==> src/rtl/clock_set_controller.sv <==
// Two-button clock setting controller: synchronised and debounced buttons drive a
// RUN -> SET_HOUR -> SET_MIN sequencer with seconds tick, auto-repeat and field blink.
module clock_set_controller #(
  parameter int unsigned TICK_DIV      = 50000000,
  parameter int unsigned DEBOUNCE      = 500000,
  parameter int unsigned BLINK_DIV     = 12500000,
  parameter int unsigned REPEAT_DELAY  = 25000000,
  parameter int unsigned REPEAT_PERIOD = 10000000
) (
  input  logic       clk,
  input  logic       reset,
  input  logic       btn_mode,
  input  logic       btn_inc,
  output logic       sec_enable,
  output logic       inc_min,
  output logic       inc_hour,
  output logic       sec_clear,
  output logic [1:0] mode,
  output logic       blank_hour,
  output logic       blank_min
);

  localparam int unsigned REP_MAX = (REPEAT_DELAY > REPEAT_PERIOD) ? REPEAT_DELAY : REPEAT_PERIOD;
  localparam int unsigned DB_W = (DEBOUNCE  > 1) ? $clog2(DEBOUNCE)  : 1;
  localparam int unsigned TK_W = (TICK_DIV  > 1) ? $clog2(TICK_DIV)  : 1;
  localparam int unsigned BL_W = (BLINK_DIV > 1) ? $clog2(BLINK_DIV) : 1;
  localparam int unsigned RP_W = (REP_MAX   > 1) ? $clog2(REP_MAX)   : 1;

  localparam logic [DB_W-1:0] DB_LAST = DB_W'(DEBOUNCE - 1);
  localparam logic [TK_W-1:0] TK_LAST = TK_W'(TICK_DIV - 1);
  localparam logic [BL_W-1:0] BL_LAST = BL_W'(BLINK_DIV - 1);
  localparam logic [RP_W-1:0] RD_LAST = RP_W'(REPEAT_DELAY - 1);
  localparam logic [RP_W-1:0] RP_LAST = RP_W'(REPEAT_PERIOD - 1);

  typedef enum logic [1:0] {
    RUN      = 2'b00,
    SET_HOUR = 2'b01,
    SET_MIN  = 2'b10
  } state_e;

  // Bit 0 is the mode button, bit 1 the increment button.
  logic [1:0]            sync1_q, sync2_q, acc_q, acc_d, acc_prev_q, press_q;
  logic [1:0][DB_W-1:0]  dcnt_q, dcnt_d;
  logic                  mode_ev, inc_ev;

  state_e                state_q, state_d;

  logic [TK_W-1:0]       div_q, div_d;
  logic [BL_W-1:0]       bcnt_q, bcnt_d;
  logic                  phase_q, phase_d;
  logic [RP_W-1:0]       rcnt_q, rcnt_d;
  logic                  ract_q, ract_d, rfirst_q, rfirst_d, rep_pulse;
  logic                  sec_en_d, sec_clr_d, inc_hour_d, inc_min_d, blank_hour_d, blank_min_d;

  assign mode_ev = press_q[0];
  assign inc_ev  = press_q[1] & ~press_q[0];
  assign mode    = state_q;

  always_comb begin
    acc_d  = acc_q;
    dcnt_d = dcnt_q;
    for (int unsigned i = 0; i < 2; i++) begin
      if (sync2_q[i] != acc_q[i]) begin
        if (dcnt_q[i] == DB_LAST) begin
          acc_d[i]  = sync2_q[i];
          dcnt_d[i] = '0;
        end else begin
          dcnt_d[i] = dcnt_q[i] + DB_W'(1);
        end
      end else begin
        dcnt_d[i] = '0;
      end
    end
  end

  always_ff @(posedge clk) begin
    if (reset) begin
      sync1_q    <= '0;
      sync2_q    <= '0;
      acc_q      <= '0;
      acc_prev_q <= '0;
      press_q    <= '0;
      dcnt_q     <= '0;
    end else begin
      sync1_q    <= {btn_inc, btn_mode};
      sync2_q    <= sync1_q;
      acc_q      <= acc_d;
      acc_prev_q <= acc_q;
      press_q    <= acc_q & ~acc_prev_q;
      dcnt_q     <= dcnt_d;
    end
  end

  always_ff @(posedge clk) begin
    if (reset) state_q <= RUN;
    else       state_q <= state_d;
  end

  always_comb begin
    state_d = state_q;
    if (mode_ev) begin
      case (state_q)
        RUN:      state_d = SET_HOUR;
        SET_HOUR: state_d = SET_MIN;
        default:  state_d = RUN;
      endcase
    end
  end

  always_comb begin
    // Divider only advances while RUN persists, so re-entry always starts at 0.
    div_d    = '0;
    sec_en_d = 1'b0;
    if (state_q == RUN && state_d == RUN) begin
      sec_en_d = (div_q == TK_LAST);
      div_d    = (div_q == TK_LAST) ? '0 : div_q + TK_W'(1);
    end
    sec_clr_d = (state_q == SET_MIN) && mode_ev;

    ract_d    = ract_q;
    rfirst_d  = rfirst_q;
    rcnt_d    = rcnt_q;
    rep_pulse = 1'b0;
    if (mode_ev) begin
      ract_d = 1'b0;
    end else if (inc_ev && state_q != RUN) begin
      rep_pulse = 1'b1;
      ract_d    = 1'b1;
      rfirst_d  = 1'b1;
      rcnt_d    = '0;
    end else if (ract_q && acc_q[1]) begin
      if (rcnt_q == (rfirst_q ? RD_LAST : RP_LAST)) begin
        rep_pulse = 1'b1;
        rfirst_d  = 1'b0;
        rcnt_d    = '0;
      end else begin
        rcnt_d = rcnt_q + RP_W'(1);
      end
    end else begin
      ract_d = 1'b0;
    end
    inc_hour_d = rep_pulse && (state_q == SET_HOUR);
    inc_min_d  = rep_pulse && (state_q == SET_MIN);

    bcnt_d  = '0;
    phase_d = 1'b0;
    if (state_d == state_q && state_d != RUN) begin
      phase_d = phase_q;
      if (bcnt_q == BL_LAST) phase_d = ~phase_q;
      else                   bcnt_d  = bcnt_q + BL_W'(1);
    end
    blank_hour_d = (state_d == SET_HOUR) && phase_d;
    blank_min_d  = (state_d == SET_MIN)  && phase_d;
  end

  always_ff @(posedge clk) begin
    if (reset) begin
      div_q      <= '0;
      bcnt_q     <= '0;
      phase_q    <= 1'b0;
      rcnt_q     <= '0;
      ract_q     <= 1'b0;
      rfirst_q   <= 1'b0;
      sec_enable <= 1'b0;
      sec_clear  <= 1'b0;
      inc_hour   <= 1'b0;
      inc_min    <= 1'b0;
      blank_hour <= 1'b0;
      blank_min  <= 1'b0;
    end else begin
      div_q      <= div_d;
      bcnt_q     <= bcnt_d;
      phase_q    <= phase_d;
      rcnt_q     <= rcnt_d;
      ract_q     <= ract_d;
      rfirst_q   <= rfirst_d;
      sec_enable <= sec_en_d;
      sec_clear  <= sec_clr_d;
      inc_hour   <= inc_hour_d;
      inc_min    <= inc_min_d;
      blank_hour <= blank_hour_d;
      blank_min  <= blank_min_d;
    end
  end

endmodule

==> config.mk <==
export PLATFORM = sky130hd
export DESIGN_NAME = clock_set_controller
export DESIGN_NICKNAME = d
export VERILOG_FILES = /design/src/rtl/clock_set_controller.sv
export SDC_FILE = /design/constraint.sdc
export NUM_CORES = 1
export LEC_CHECK = 0
export CAP_MARGIN = 10
export CORE_ASPECT_RATIO = 0.75
export CORE_MARGIN = 1.5
export CORE_UTILIZATION = 49
export DETAILED_ROUTE_END_ITERATION = 6
export PLACE_DENSITY = 0.65
export REMOVE_ABC_BUFFERS = 1
export SYNTH_ARGS = -nofsm -noshare
export SYNTH_HDL_FRONTEND = slang
export SYNTH_SLANG_ARGS = --single-unit
==> constraint.sdc <==
create_clock -name clk -period 4.3 [get_ports clk]
set_input_delay 1.29 -clock clk [delete_from_list [all_inputs] [get_ports clk]]
set_output_delay 1.29 -clock clk [all_outputs]
set_load 0.1 [all_outputs]
==> metrics <==
outcome finished clean; Placer Congestion 0.806; Die ar. 12700 um^2; average wire per standard cell 12.9 um; DP HPWL 7260 um; total CTS buffers 17; Arr. time, crit path 2130 ps; type of the worst setup path flop to output port; ANT nets after route 0; Die W 130 um; Worst Path Required 3010 ps; Top FF cell, synth dfxtp_1; Final setup violation count 0; max-cap violation count 0; Hold Vio Cnt, Final 0; slowest cell delay on critical path 1200 ps; synthesis warning total 0; initial antenna violation count 0; Area contributors post-synth dfxtp_1 (46%), xnor2_1 (8.6%), nor2_1 (8.2%), xor2_1 (6.2%), nand2_1 (3.2%); critical path depth 1; vias per cell 5.17; FMAX 293 MHz; Max IR drop VDD 253 uV; number of global-route vias before repair 4222; Layout area overhead 14.2%; drt initial violations 158; initial core utilization 50.5%; R2R Path End dcnt_q[28]$_SDFF_PP0_; Post-CTS Resized 0; post-synth top area cell dfxtp_1; # DRC 0; Tcrit/Tclk final 79.4%; Worst Tran Pin Value 962 ps; share of the synthesized area in the top cell type 45.5%; Post CTS Setup Buffer Count 0; fraction of layout instances using a drive strength above 1 8.16%; Area after DPL 6080 um^2; ant diodes 0; nets@finish 683; Worst-path clk slew 60 ps; final WL 10900 um; R2R cell count 5; crit path capture mode[0]; Max-slew headroom 35.6%; R2R Path Start dcnt_q[19]$_SDFF_PP0_; RSZ-0062 raised after global routing no; Crit. End Element output port; final instance area 6730 um^2; Crit. Startpoint mode[0]$_SDFF_PP0_; largest net degree at the start of global routing 26; Synth Area per Inst 8.86 um^2; Seq/Total Area, Yosys 45.5%; Min-Delay Path Class flop to flop; CORE AREA 11700 um^2; final setup TNS 0 ps; cell family with most CP delay buffers and inverters; CTS tree done; Worst Path Buf+Inv 1; first-pass GRT wire length 19000 um; htree depth 4; Cell Pwr Density 425 nW/um^2; slowest stage cell, crit path clkdlybuf4s50_1; total gr overflow 0; cell count after synthesis 665; number of flops mapped to enable cells by yosys 0; worst-path fanout max 11; Critical Path Source Type flop; Clock Skews 7.28 ps; commonest cells after routing, fill and taps aside dfxtp_1 (134), nor2_1 (129), xnor2_1 (58); Slew Limit Fails 0; commonest non-fill, non-tap cell in the layout dfxtp_1; Layout Cells excl Fill 848; Clock Path Buffers 2; first-pass iteration count of the detailed router 4; vias after detailed routing 4384; Yosys reg bits 134; I/O Buffers 11; CTS Hold Bufs 0; # clock sinks 134; crit-path cells clkdlybuf4s50_1; Syn Std Cell Area 5890 um^2; LEAKAGE 2.12 nW; Synth async-reset ratio 0%; minimum clock period 3420 ps; clk_lat worst skew 420 ps; Reg2Reg Setup Slack 1920 ps; clk root buf clkbuf_16; Inst Count DP 817; Rows 34; Yosys cell types 55; Die Height 97.9 um; I/O pins 12; GR Util All Layers 18.6%
## worst min path at each step
stage	cells past startpoint	slack (ps)	to	startpoint
2_1_floorplan	1	370	press_q[0]$_SDFF_PP0_	acc_prev_q[0]$_SDFF_PP0_
3_3_place_gp	1	370	press_q[0]$_SDFF_PP0_	acc_prev_q[0]$_SDFF_PP0_
3_5_place_dp	1	380	press_q[1]$_SDFF_PP0_	acc_prev_q[1]$_SDFF_PP0_
4_1_cts	1	390	press_q[0]$_SDFF_PP0_	acc_prev_q[0]$_SDFF_PP0_
5_1_grt	1	400	press_q[1]$_SDFF_PP0_	acc_prev_q[1]$_SDFF_PP0_
6_report	1	380	press_q[0]$_SDFF_PP0_	acc_prev_q[0]$_SDFF_PP0_
## per-layer routing
| layer | global-route usage, % | wire (um) | up-vias | part of all wire, % |
|---|---|---|---|---|
| met5 | 0 | 0 | - | 0 |
| met4 | 6.58 | 99 | 0 | 0.91 |
| met3 | 5.26 | 332 | 12 | 3.0 |
| met2 | 29.5 | 5060 | 45 | 46 |
| met1 | 24.2 | 5420 | 2056 | 50 |
| li1 | - | - | 2271 | - |
## power by group
part | leakage (nW) | total (mW) | internal [mW] | switching (mW)
Sequential | 1.08 | 1.25 | 1.25 | 0.00358
Clock | 0.301 | 1.58 | 1.04 | 0.540
Combinational | 0.740 | 0.0267 | 0.00863 | 0.0181
Total | 2.12 | 2.86 | 2.30 | 0.561
## synthesized netlist by cell type (all sizes together) (9+ instances only)
cell and number:
nor4 15, nand3 37, and4 11, nand2 50
nand4 24, xnor2 58, buf 16, inv 18
nor3 24, xor2 42, dfxtp 134, nor2 139
nor2b 11, and3 9
## per-stage QoR
stage	utilization [%]	hold WS [ps]	worst slack [ps]	power (mW)
floorplan	-	367	1670	1.29
global placement	52.2	371	1240	1.30
detailed placement	52.2	378	1160	1.30
CTS	57.7	386	870	2.89
global route	57.7	397	814	2.95
finish	57.7	385	884	2.86
## final cells by class
type | instances | area (um^2)
fill | 1066 | 4930
multi-input combinational | 490 | 3000
sequential | 134 | 2680
clock buffer | 19 | 443
clock inverter | 12 | 203
tap | 162 | 203
timing repair buffer | 13 | 125
inverter | 18 | 67.6
## sequential cells by signal, summed over array words and instances, names as in the netlist, 24 cells and up
signal  cells
rcnt_q     25
bcnt_q     24
div_q      26
dcnt_q     38
## cell families after synthesis
family                   after synthesis  share of synthesized area (%)
flip-flops                           134                           45.5
XOR/XNOR                             100                           14.9
buffers and inverters                 41                           3.48
AO/OA/AOI/OAI                         25                           3.38
adder cells (fa/ha/maj)                5                           1.06
AND/OR/NAND/NOR                      358                           31.3
multiplexers                           2                          0.340
Power figures use the tool's default switching activity.
